## src/rtl/ifm_skew_feeder_pkg.sv

```systemverilog
// Shared types for the left-edge activation feeder: FSM states, stage control
// bits and the drain counter sizing helper.
package feeder_pkg;

  typedef enum logic [1:0] {
    IDLE   = 2'd0,
    STREAM = 2'd1,
    DRAIN  = 2'd2
  } feed_state_t;

  // Control half of the stage vector; the activation data rides alongside it.
  typedef struct packed {
    logic en;
    logic clr;
  } stage_ctl_t;

  localparam int DRAIN_CNT_W_DEFAULT = 3;

  function automatic int drain_cnt_w(input int rows);
    return $clog2(rows) + 1;
  endfunction

endpackage

```

## src/rtl/ifm_skew_feeder_skew_dly.sv

```systemverilog
// Reset-cleared shift register of DELAY stages; one instance per array row
// carries {en, clr, data} together so they stay aligned.
module skew_dly #(
  parameter int WIDTH = 10,
  parameter int DELAY = 1
) (
  input  logic             clk,
  input  logic             rst_n,
  input  logic [WIDTH-1:0] din,
  output logic [WIDTH-1:0] dout
);

  logic [WIDTH-1:0] sr [DELAY];

  always_ff @(posedge clk or negedge rst_n) begin
    if (!rst_n) begin
      for (int i = 0; i < DELAY; i++) sr[i] <= '0;
    end else begin
      sr[0] <= din;
      for (int i = 1; i < DELAY; i++) sr[i] <= sr[i-1];
    end
  end

  assign dout = sr[DELAY-1];

endmodule

```

## src/rtl/ifm_skew_feeder.sv

```systemverilog
// Diagonal-skew activation feeder for the systolic array's border PEs.
// Optional beat/bubble counters enabled by IFM_SKEW_FEEDER_PERF_EN.
module ifm_skew_feeder
  import feeder_pkg::*;
#(
  parameter int ROWS   = 4,
  parameter int IWIDTH = 8,
  parameter int CWIDTH = 16
) (
  input  logic                     clk,
  input  logic                     rst_n,
  input  logic                     s_valid,
  output logic                     s_ready,
  input  logic [ROWS*IWIDTH-1:0]   s_data,
  input  logic                     s_last,
  output logic [ROWS-1:0]          en_i,
  output logic [ROWS-1:0]          clr_i,
  output logic [ROWS*IWIDTH-1:0]   ifm,
  output logic                     busy,
`ifdef IFM_SKEW_FEEDER_PERF_EN
  output logic [CWIDTH-1:0]        perf_beats,
  output logic [CWIDTH-1:0]        perf_bubbles,
`endif
  output logic                     tile_done
);

  localparam int DCW = drain_cnt_w(ROWS);
  localparam int VW  = IWIDTH + 2;
  localparam logic [DCW-1:0] DRAIN_LAST = DCW'(ROWS - 1);

  feed_state_t            state, state_nxt;
  logic [DCW-1:0]         drain_cnt;
  logic                   first_beat;
  logic                   accept;
  stage_ctl_t             ctl_p0;
  logic [ROWS*IWIDTH-1:0] data_p0;
  logic [VW-1:0]          row_vec [ROWS];

  assign s_ready   = (state != DRAIN);
  assign accept    = s_valid && s_ready;
  assign busy      = (state != IDLE);
  // DRAIN spans ROWS cycles so the last beat lands on row ROWS-1 with tile_done.
  assign tile_done = (state == DRAIN) && (drain_cnt == DRAIN_LAST);

  always_comb begin
    state_nxt = state;
    case (state)
      IDLE:    if (accept) state_nxt = s_last ? DRAIN : STREAM;
      STREAM:  if (accept && s_last) state_nxt = DRAIN;
      DRAIN:   if (tile_done) state_nxt = IDLE;
      default: state_nxt = IDLE;
    endcase
  end

  always_ff @(posedge clk or negedge rst_n) begin
    if (!rst_n) begin
      state      <= IDLE;
      drain_cnt  <= '0;
      first_beat <= 1'b1;
    end else begin
      state     <= state_nxt;
      drain_cnt <= ((state == DRAIN) && !tile_done) ? drain_cnt + DCW'(1) : '0;
      if (accept)         first_beat <= 1'b0;
      else if (tile_done) first_beat <= 1'b1;
    end
  end

  // ---- stage 0: per-cycle vector, zero data on bubbles ----
  always_comb begin
    ctl_p0.en  = accept;
    ctl_p0.clr = accept && first_beat;
    data_p0    = accept ? s_data : '0;
  end

  // ---- stages 1..ROWS: row r delayed by r+1 ----
  for (genvar r = 0; r < ROWS; r++) begin : g_row
    skew_dly #(
      .WIDTH (VW),
      .DELAY (r + 1)
    ) u_dly (
      .clk   (clk),
      .rst_n (rst_n),
      .din   ({ctl_p0.en, ctl_p0.clr, data_p0[r*IWIDTH +: IWIDTH]}),
      .dout  (row_vec[r])
    );
    assign en_i[r]                  = row_vec[r][VW-1];
    assign clr_i[r]                 = row_vec[r][VW-2];
    assign ifm[r*IWIDTH +: IWIDTH]  = row_vec[r][IWIDTH-1:0];
  end

`ifdef IFM_SKEW_FEEDER_PERF_EN
  function automatic logic [CWIDTH-1:0] sat_inc(input logic [CWIDTH-1:0] v,
                                                input logic inc);
    return (inc && (v != '1)) ? v + CWIDTH'(1) : v;
  endfunction

  always_ff @(posedge clk or negedge rst_n) begin
    if (!rst_n) begin
      perf_beats   <= '0;
      perf_bubbles <= '0;
    end else begin
      perf_beats   <= sat_inc(perf_beats, accept);
      perf_bubbles <= sat_inc(perf_bubbles, (state == STREAM) && !s_valid);
    end
  end
`else
  // Performance counters are compiled out in this build.
`endif

endmodule

```

## config.mk

```make
export PLATFORM = sky130hd
export DESIGN_NAME = ifm_skew_feeder
export DESIGN_NICKNAME = d
export VERILOG_FILES = /design/src/rtl/ifm_skew_feeder_pkg.sv /design/src/rtl/ifm_skew_feeder_skew_dly.sv /design/src/rtl/ifm_skew_feeder.sv
export SDC_FILE = /design/constraint.sdc
export NUM_CORES = 1
export LEC_CHECK = 0
export BUFFER_PORTS_ARGS = -buffer_cell sky130_fd_sc_hd__buf_2
export CAP_MARGIN = 0
export CORE_ASPECT_RATIO = 0.7
export CORE_MARGIN = 1.5
export CORE_UTILIZATION = 55
export CTS_CLUSTER_DIAMETER = 100
export CTS_CLUSTER_SIZE = 24
export DETAILED_ROUTE_END_ITERATION = 8
export PLACE_DENSITY = 0.82
export SLEW_MARGIN = 20
export SYNTH_ARGS = -nofsm -noshare
export SYNTH_HDL_FRONTEND = slang
export SYNTH_HIERARCHICAL = 1
export SYNTH_SLANG_ARGS = --single-unit
```

## constraint.sdc

```tcl
create_clock -name clk -period 2.9 [get_ports clk]
set_input_delay 0.435 -clock clk [delete_from_list [all_inputs] [get_ports clk]]
set_output_delay 0.435 -clock clk [all_outputs]
set_load 0.005 [all_outputs]
```

==> results of run 1 <==
where the power goes:
part           internal, mW  switching [mW]  total, mW
sequential             1.72          0.0706       1.79
clock                 0.490           0.432      0.922
combinational         0.157           0.184      0.342
cell usage in the layout (no fill, tap or decap), drive strengths merged, types with 2 or more instances in the layout:
cell	n
and3	33
buf	79
bufinv	2
clkbuf	12
clkinv	2
dfrtp	105
ha	2
inv	3
nor2	3
nor3	2
o22ai	2
cell type report:
type | instances | area, sq um
clock inverter | 4 | 77.6
inverter | 3 | 11.3
clock buffer | 12 | 135
sequential | 106 | 2650
multi-input combinational | 48 | 317
fill | 419 | 2030
timing repair buffer | 79 | 413
tap | 75 | 93.8
kinds of logic after synthesis:
| logic type | count (synthesis) | share of synthesized area |
|---|---|---|
| and+or+nand+nor | 43 | 0.0830 |
| adders and majority gates | 2 | 0.00765 |
| buffers and inverters | 41 | 0.0918 |
| AOI/OAI and AO/OA | 3 | 0.00612 |
| DFF | 106 | 0.811 |
state kept, by name (all words and copies together) (netlist names):
register,count
g_row.u_dly/sr,60
g_row.u_dly/dout,40
drain_cnt,3
state,2
first_beat,1
worst max-delay path, cell delays in order (launching register included):
cell     delay (ps)
dfrtp_1         400
ha_1            200
ha_1            260
inv_1            80
nor2_1           40
buf_2           130
final timing paths:
kind	slack (ps)	startpoint	to	cells after the start
setup / recovery	1010	drain_cnt[0]	tile_done	5
hold / removal	90	rst_n	g_row[2].u_dly/sr[13]	1
setup reg to reg	1730	drain_cnt[0]	drain_cnt[2]	3
hold reg to reg	350	g_row[3].u_dly/sr[25]	g_row[3].u_dly/sr[15]	0
max in group asynchronous	2120	rst_n	g_row[3].u_dly/sr[25]	2
min in group clk	270	s_last	state[0]	2
Yosys cell counts:
cell type / number
dfrtp_1: 105
and3_1: 32
buf_4: 30
buf_6: 4
buf_2: 3
inv_1: 3
nor2_1: 3
ha_1: 2
nor3_1: 2
o22ai_1: 2
a211oi_1: 1
and2_1: 1
and3_2: 1
clkbuf_1: 1
dfstp_2: 1
nand2_1: 1
nand2b_4: 1
nor3b_2: 1
or2_2: 1
per-stage QoR:
stage / total power, mW / hold slack, ps / instance area [sq um]
floorplan: 2.11 / 139 / 3270
global placement: 2.15 / 331 / 3490
detailed placement: 2.17 / 335 / 3490
CTS: 3.10 / 92.7 / 3700
global route: 3.23 / 113 / 3700
finish: 3.05 / 91.6 / 3700
metal layers:
metal / GRT usage / routed length [um] / part of all wire / vias up
met5: 0 / 0 / 0 / -
met4: 0.0914 / 96 / 0.023 / 0
met3: 0.0653 / 324 / 0.076 / 12
met2: 0.239 / 2020 / 0.48 / 60
met1: 0.179 / 1800 / 0.42 / 710
li1: - / - / - / 700
==> impl_metrics.toml, run 1 <==
[detailed_routing]
drtAntennaViolNets = 0
via_count = 1482
wirelength_um = 4240
drt_iter0_markers = 33
wire_per_inst_um = 13.0
firstDrtPassIters = 4
drc = 0
viasPerCell = 4.53

[grt]
grt_pass1_vias = 1425
overflow = 0
grt_first_pass_wirelength_um = 6770
antenna_found_initial = 0
track_usage = 0.154
grt_max_degree = 60

[worst_setup_path]
critPathKind = "flip-flop to primary output"
cp-start-kind = "flip-flop"
critPathMaxFanout = 6
required_ps = 2470
endpoint_kind = "primary output"
arrival_ps = 1460

[floorplanning]
rows = 23
start_util = 0.571
io_pins = 79
die_x_um = 95.2
die_h_um = 67.5
die_area_sq_um = 6430
core_area_sq_um = 5730

[run]
maxCapViolCount = 0

[clock_tree]
cts_tree = "done"
clockBufferDepth = 2
htree_levels = 3
clock_latency_ps = 350
cts_root_buf = "clkbuf_8"
cts-resized-gates = 0
post_cts_buffers = 0
cts_hold_buf = 0
cts-buffers-inserted = 9
clkTransAtPathRegs_ps = 90
clock_sinks = 106

[layout]
instances_no_fill = 327
drive_gt1_frac = 0.385
nets = 285
antenna_cells = 0
syn_to_final_growth_pct = 13.2
fin_util = 0.646

[yosys]
synthesis.area_sq_um = 3270
ys_seq_elements = 106
ys_seq_area_frac = 0.811
syn_nets = 233
yosys_warnings = 6
syn_inst = 195
yosys.area.top_type = "dfrtp_1"
avgSynthCellArea_sq_um = 16.8
synth_cell_type_count = 19
synth.top_cell.area_share = 0.803
synth_area_leaders = "dfrtp_1 80%, buf_4 6.9%, and3_1 6.1%"

[sta]
rsz0062_at_grt = "no"
fin_skew_ps = 7.10
period_minus_slack_ps = 1890
relSlewSlack = 0.606
hold_viol_final = 0
worst_slack_ps = 1010
fin_setup_tns_ps = 0
period_share = 0.653
fmax_ghz = 0.528
drv_slew = 0
worst_pin_slew_ps = 591
setup_viol = 0

[placed_design]
port_buffers = 78
hpwl_um = 2660
place_worst_setup_slack_ps = 1390
gp_congestion = 0.661
dp_cells = 311

[pwr]
p_leak_nw = 2.08
vdd_ir_drop_max_mv = 0.527
pwr_density_cell_nw_per_um2 = 824

[worst_hold_path]
hold_path_class = "primary input to async pin"

[status]
status = "finished clean"
Note: power is estimated with default switching activity, not from simulation.
==> run 2, diff against run 1 <==
--- a/config.mk
+++ b/config.mk
@@ -9,11 +9,11 @@
 export CAP_MARGIN = 0
 export CORE_ASPECT_RATIO = 0.7
 export CORE_MARGIN = 1.5
-export CORE_UTILIZATION = 55
+export CORE_UTILIZATION = 47
 export CTS_CLUSTER_DIAMETER = 100
 export CTS_CLUSTER_SIZE = 24
 export DETAILED_ROUTE_END_ITERATION = 8
-export PLACE_DENSITY = 0.82
+export PLACE_DENSITY = 0.74
 export SLEW_MARGIN = 20
 export SYNTH_ARGS = -nofsm -noshare
 export SYNTH_HDL_FRONTEND = slang
==> constraint.sdc (replaced) <==
create_clock -name clk -period 1.6 [get_ports clk]
set_input_delay 0.24 -clock clk [delete_from_list [all_inputs] [get_ports clk]]
set_output_delay 0.24 -clock clk [all_outputs]
set_load 0.005 [all_outputs]
==> run 2 against run 1 <==
  * Global-route usage shrank 0.84 points
  * Hold slack lost 14 ps
  * Clock-buffer cell count shrank 1
  * Sequential power grew 82%
  * Register-to-register slack lost 1300 ps
  * Final area grew 1.8%
  * Critical path depth is the same
  * Combinational power grew 100%
  * Via count grew 3.6%
  * Core utilization shrank 8.8 points
  * Clock skew grew 1.1 ps
  * Critical path type unchanged
  * Highest routed layer unchanged
==> impl_metrics.toml, run 2 (synthesized netlist as in run 1, its figures left out) <==
[placed_design]
port_buffers = 78
dp_cells = 331
placed_area_sq_um = 3530
hpwl_um = 2940
gp_congestion = 0.667
place_worst_setup_slack_ps = 268

[sta]
relSlewSlack = 0.631
drv_slew = 0
rsz0062_at_grt = "yes"
period_share = 0.964
worst_slack_ps = 56.9
setup_viol = 0
worst_pin_slew_ps = 553
fin_setup_tns_ps = 0
fin_skew_ps = 8.24
holdWs_ps = 78.0
hold_viol_final = 0
period_minus_slack_ps = 1540
fmax_ghz = 0.648

[clock_tree]
cts_tree = "done"
clock_latency_ps = 350
cts-buffers-inserted = 9
clockBufferDepth = 2
cts_root_buf = "clkbuf_8"
clock_sinks = 106
htree_levels = 3
clkTransAtPathRegs_ps = 90

[worst_setup_path]
worst-path-buf-inv = 2
critPathMaxFanout = 2
ff2ff_setup_slack_ps = 390
cp-start-kind = "flip-flop"
critPathTopFamily = "flip-flops"
critPathKind = "flip-flop to primary output"
cp-startpoint = "drain_cnt[0]"
endpoint_kind = "primary output"
arrival_ps = 1300
reg2reg_from = "state[0]"
required_ps = 1360
critical_path.max_stage_delay_ps = 400
crit_chain = "ha_2 -> ha_4 -> inv_2 -> nor2_1 -> buf_2"
cp_slowest_cell = "dfrtp_1"

[detailed_routing]
firstDrtPassIters = 2
wl_met1_um = 1950
drc = 0
routed.top_layer = "met4"
drt_iter0_markers = 41
wl_met2_um = 2320
drtAntennaViolNets = 0
met3RoutedLength_um = 346
wire_per_inst_um = 13.4
via_count = 1536
wirelength_um = 4700
viasPerCell = 4.38

[layout]
instances_no_fill = 351
largest_reg_flops = 60
antenna_cells = 0
fin_util = 0.558
regMostFlops = "g_row.u_dly/sr"
drive_gt1_frac = 0.416
nets = 290
nFillCells = 570
layout_common_cells = "105 x dfrtp_1, 77 x buf_2, 32 x and3_1, 11 x clkbuf_8"
design_area_sq_um = 3770
layout_commonest_cell = "dfrtp_1"
syn_to_final_growth_pct = 15.2

[floorplanning]
io_pins = 79
die_x_um = 103
die_area_sq_um = 7480
rows = 25
core_area_sq_um = 6760
start_util = 0.484
die_h_um = 72.8

[pwr]
power_mw = 5.43
p_leak_nw = 2.10
vdd_ir_drop_max_mv = 0.777
pwr_density_cell_nw_per_um2 = 1440

[grt]
track_usage = 0.145
antenna_found_initial = 0
grt_pass1_vias = 1584
grt_first_pass_wirelength_um = 7690
grt_max_degree = 44
overflow = 0

[status]
status = "finished clean"

[run]
maxCapViolCount = 0

[worst_hold_path]
min_from = "s_last"
hold_path_class = "primary input to flip-flop"
## run 2: path summary, 6_finish.rpt
path                                              end  cells after the start
worst max-delay path                        tile_done                      5
worst min-delay path                         state[0]                      2
worst max register to register  g_row[3].u_dly/sr[31]                      2
worst min register to register  g_row[3].u_dly/sr[27]                      0
max in group asynchronous                  first_beat                      3
min in group asynchronous       g_row[2].u_dly/sr[22]                      2
## run 2: what timing repair did
item / CTS / global route
endpoints found under the setup margin: 1 / 1
setup buffers: 2 / 0
hold buffers: 1 / 0
endpoints found under the hold margin: 26 / 0
pin swaps: 2 / 3
cloned: 1 / 0
gates resized for setup: 3 / 1
## run 2: final cells by class
class	count	area, sq um	share of cell area
Tap cell	94	118	0.0312
Multi-Input combinational cell	49	340	0.0903
Inverter	3	11.3	0.00299
Clock inverter	5	36.3	0.00963
Sequential cell	106	2650	0.704
Clock buffer	11	151	0.0402
Timing Repair Buffer	83	458	0.122
## run 2: metal layers
| metal | up-vias | GRT usage |
|---|---|---|
| met4 | 0 | 0.0548 |
| met1 | 756 | 0.176 |
| met2 | 56 | 0.234 |
| li1 | 715 | - |
| met3 | 9 | 0.0613 |
| met5 | - | 0 |
## run 2: worst register-to-register path: stages, from the launching register on
cell,delay (ps)
dfrtp_1,420
nand2b_2,390
and3_1,290
## run 2: power breakdown
group	total (mW)	internal (mW)	switching, mW
clock network	1.49	0.660	0.827
logic	0.690	0.318	0.372
registers	3.26	3.11	0.145
total	5.43	4.09	1.34
==> run 3, diff against run 2 <==
--- a/config.mk
+++ b/config.mk
@@ -5,6 +5,7 @@
 export SDC_FILE = /design/constraint.sdc
 export NUM_CORES = 1
 export LEC_CHECK = 0
+export ABC_AREA = 1
 export BUFFER_PORTS_ARGS = -buffer_cell sky130_fd_sc_hd__buf_2
 export CAP_MARGIN = 0
 export CORE_ASPECT_RATIO = 0.7
==> run 3 against run 2 <==
  * Die area is 0.59% higher
  * Fmax shrank 2.5%
  * Clock power is 23% higher
  * Critical path depth did not move
==> impl_metrics.toml, run 3 <==
[status]
status = "finished clean"

[layout]
drive_gt1_frac = 0.368
layout_commonest_cell = "dfrtp_1"
regMostFlops = "g_row.u_dly/sr"
largest_reg_flops = 60
nets = 333
design_area_sq_um = 3900
fin_util = 0.577
layout_common_cells = "105 x dfrtp_1, 77 x buf_2, 38 x inv_1, 36 x nor2_1, 9 x clkbuf_8"
syn_to_final_growth_pct = 18.5
antenna_cells = 0

[grt]
track_usage = 0.131
overflow = 0
grt_max_degree = 38
grt_pass1_vias = 1564
antenna_found_initial = 0
grt_first_pass_wirelength_um = 6980

[yosys]
ys.flop_type = "dfrtp_1"
syn_inst = 230
ys_seq_elements = 106
yosys.area.top_type = "dfrtp_1"
synth.top_cell.area_share = 0.798
synthesis.area_sq_um = 3290
synth_commonest_cells = "105 x dfrtp_1, 39 x inv_1, 36 x nor2_1"
synth_area_leaders = "dfrtp_1 80%, buf_4 6.8%, inv_1 4.4%"
yosys_warnings = 6
synth_edf_count = 0
ys_seq_area_frac = 0.806
synth.most_common_cell = "dfrtp_1"
synth_cell_type_count = 13
async_flop_share = 1.00
syn_nets = 268
avgSynthCellArea_sq_um = 14.3

[placed_design]
hpwl_um = 2770
placed_area_sq_um = 3590
gp_congestion = 0.680
port_buffers = 78

[worst_setup_path]
cp-start-kind = "flip-flop"
endpoint_kind = "primary output"
crit_chain = "ha_4 -> ha_4 -> nand3_2 -> inv_2 -> buf_2"
critPathTopFamily = "flip-flops"
critical_path.max_stage_delay_ps = 430
worst-path-buf-inv = 2
critPathMaxFanout = 2
required_ps = 1360
critPathKind = "flip-flop to primary output"
arrival_ps = 1340
cp_slowest_cell = "dfrtp_1"
crit_top_cell = "ha_4"

[floorplanning]
die_area_sq_um = 7520
io_pins = 79
core_area_sq_um = 6760
rows = 25
die_h_um = 73.0
start_util = 0.487
die_x_um = 103

[pwr]
switching_share = 0.228
p_leak_nw = 2.23
pwr_density_cell_nw_per_um2 = 1460
power.internal_mw = 4.39
p_seq_frac = 0.569
p_comb_frac = 0.110
vdd_ir_drop_max_mv = 0.686
switching_power_mw = 1.30
p_clk_frac = 0.321

[detailed_routing]
wirelength_um = 4310
drtAntennaViolNets = 0
firstDrtPassIters = 4
drt_iter0_markers = 41
viasPerCell = 4.01
via_count = 1575
drc = 0
wire_per_inst_um = 11.0

[sta]
drv_slew = 0
worst_pin_slew_ps = 401
setup_viol = 0
period_share = 0.989
fin_skew_ps = 9.75
relSlewSlack = 0.732
rsz0062_at_grt = "yes"
fmax_ghz = 0.632
fin_setup_tns_ps = 0
hold_viol_final = 0
period_minus_slack_ps = 1580

[clock_tree]
cts-buffers-inserted = 9
clockBufferDepth = 2
clock_sinks = 106
cts_tree = "done"
cts_root_buf = "clkbuf_8"
clock_latency_ps = 360
clkTransAtPathRegs_ps = 90
htree_levels = 3

[worst_hold_path]
hold_path_class = "primary input to flip-flop"

[run]
maxCapViolCount = 0
[run 3: worst paths after layout]
check	slack (ps)	from	cells past startpoint	endpoint
max in group asynchronous	780	rst_n	3	first_beat
worst min register to register	350	g_row[1].u_dly/sr[19]	0	g_row[1].u_dly/dout[9]
worst min-delay path	80	s_data[0]	3	g_row[0].u_dly/dout[0]
min in group asynchronous	300	rst_n	2	g_row[3].u_dly/dout[5]
worst max register to register	110	drain_cnt[0]	9	first_beat
worst max-delay path	20	drain_cnt[0]	5	tile_done
[run 3: what timing repair did]
action,in CTS,in global routing
pin swaps,3,2
endpoints found under the hold margin,16,0
gates resized for setup,6,0
setup endpoints to repair,1,1
buffers inserted,5,0
hold buffers,1,0
[run 3: stage by stage]
stage          std cells  hold slack, ps  worst slack [ps]  total power [mW]
6_report             393            78.9              17.6              5.69
5_1_grt              393            54.2             -45.3              6.01
4_1_cts              393            61.5             -5.06              5.78
3_5_place_dp         372             132               282              3.90
3_3_place_gp         372             131               360              3.83
2_1_floorplan        230           -55.6               492              3.70
[run 3: metal layers]
| layer | routed length (um) | global-route usage | share of wire | vias up |
|---|---|---|---|---|
| li1 | - | - | - | 757 |
| met1 | 1790 | 0.157 | 0.42 | 742 |
| met2 | 2040 | 0.191 | 0.47 | 67 |
| met3 | 390 | 0.0690 | 0.091 | 9 |
| met4 | 80 | 0.0721 | 0.019 | 0 |
| met5 | 0 | 0 | 0 | - |
[run 3: worst register-to-register path, cell delays in order (launching register included)]
cell and delay (ps):
dfrtp_1 420, ha_4 170, ha_4 130, nand3_2 70
buf_4 140, buf_4 120, buf_4 120, buf_4 120
buf_4 120, nand2_1 50
[run 3: kinds of logic (layout without fill, tap and decap cells)]
group,after synthesis,count (layout),synth area share
buf+inv,73,142,0.124
flops,106,106,0.806
simple gates,49,49,0.0616
fa+ha+maj,2,2,0.00760
[run 3: final cells by class]
cell class / count / area (sq um)
fill: 575 / 2860
clock buffer: 10 / 128
clock inverter: 5 / 104
sequential: 106 / 2650
inverter: 40 / 150
timing repair buffer: 87 / 488
tap: 94 / 118
multi-input combinational: 51 / 258
[run 3: power by group through the flow]
stage                     logic [mW]  clock network [mW]  registers, mW
final                          0.624                1.83           3.24
after global routing           0.723                2.00           3.29
after CTS                      0.640                1.89           3.25
after detailed placement       0.610                   0           3.29
after global placement         0.578                   0           3.26
after floorplan                0.449                   0           3.25
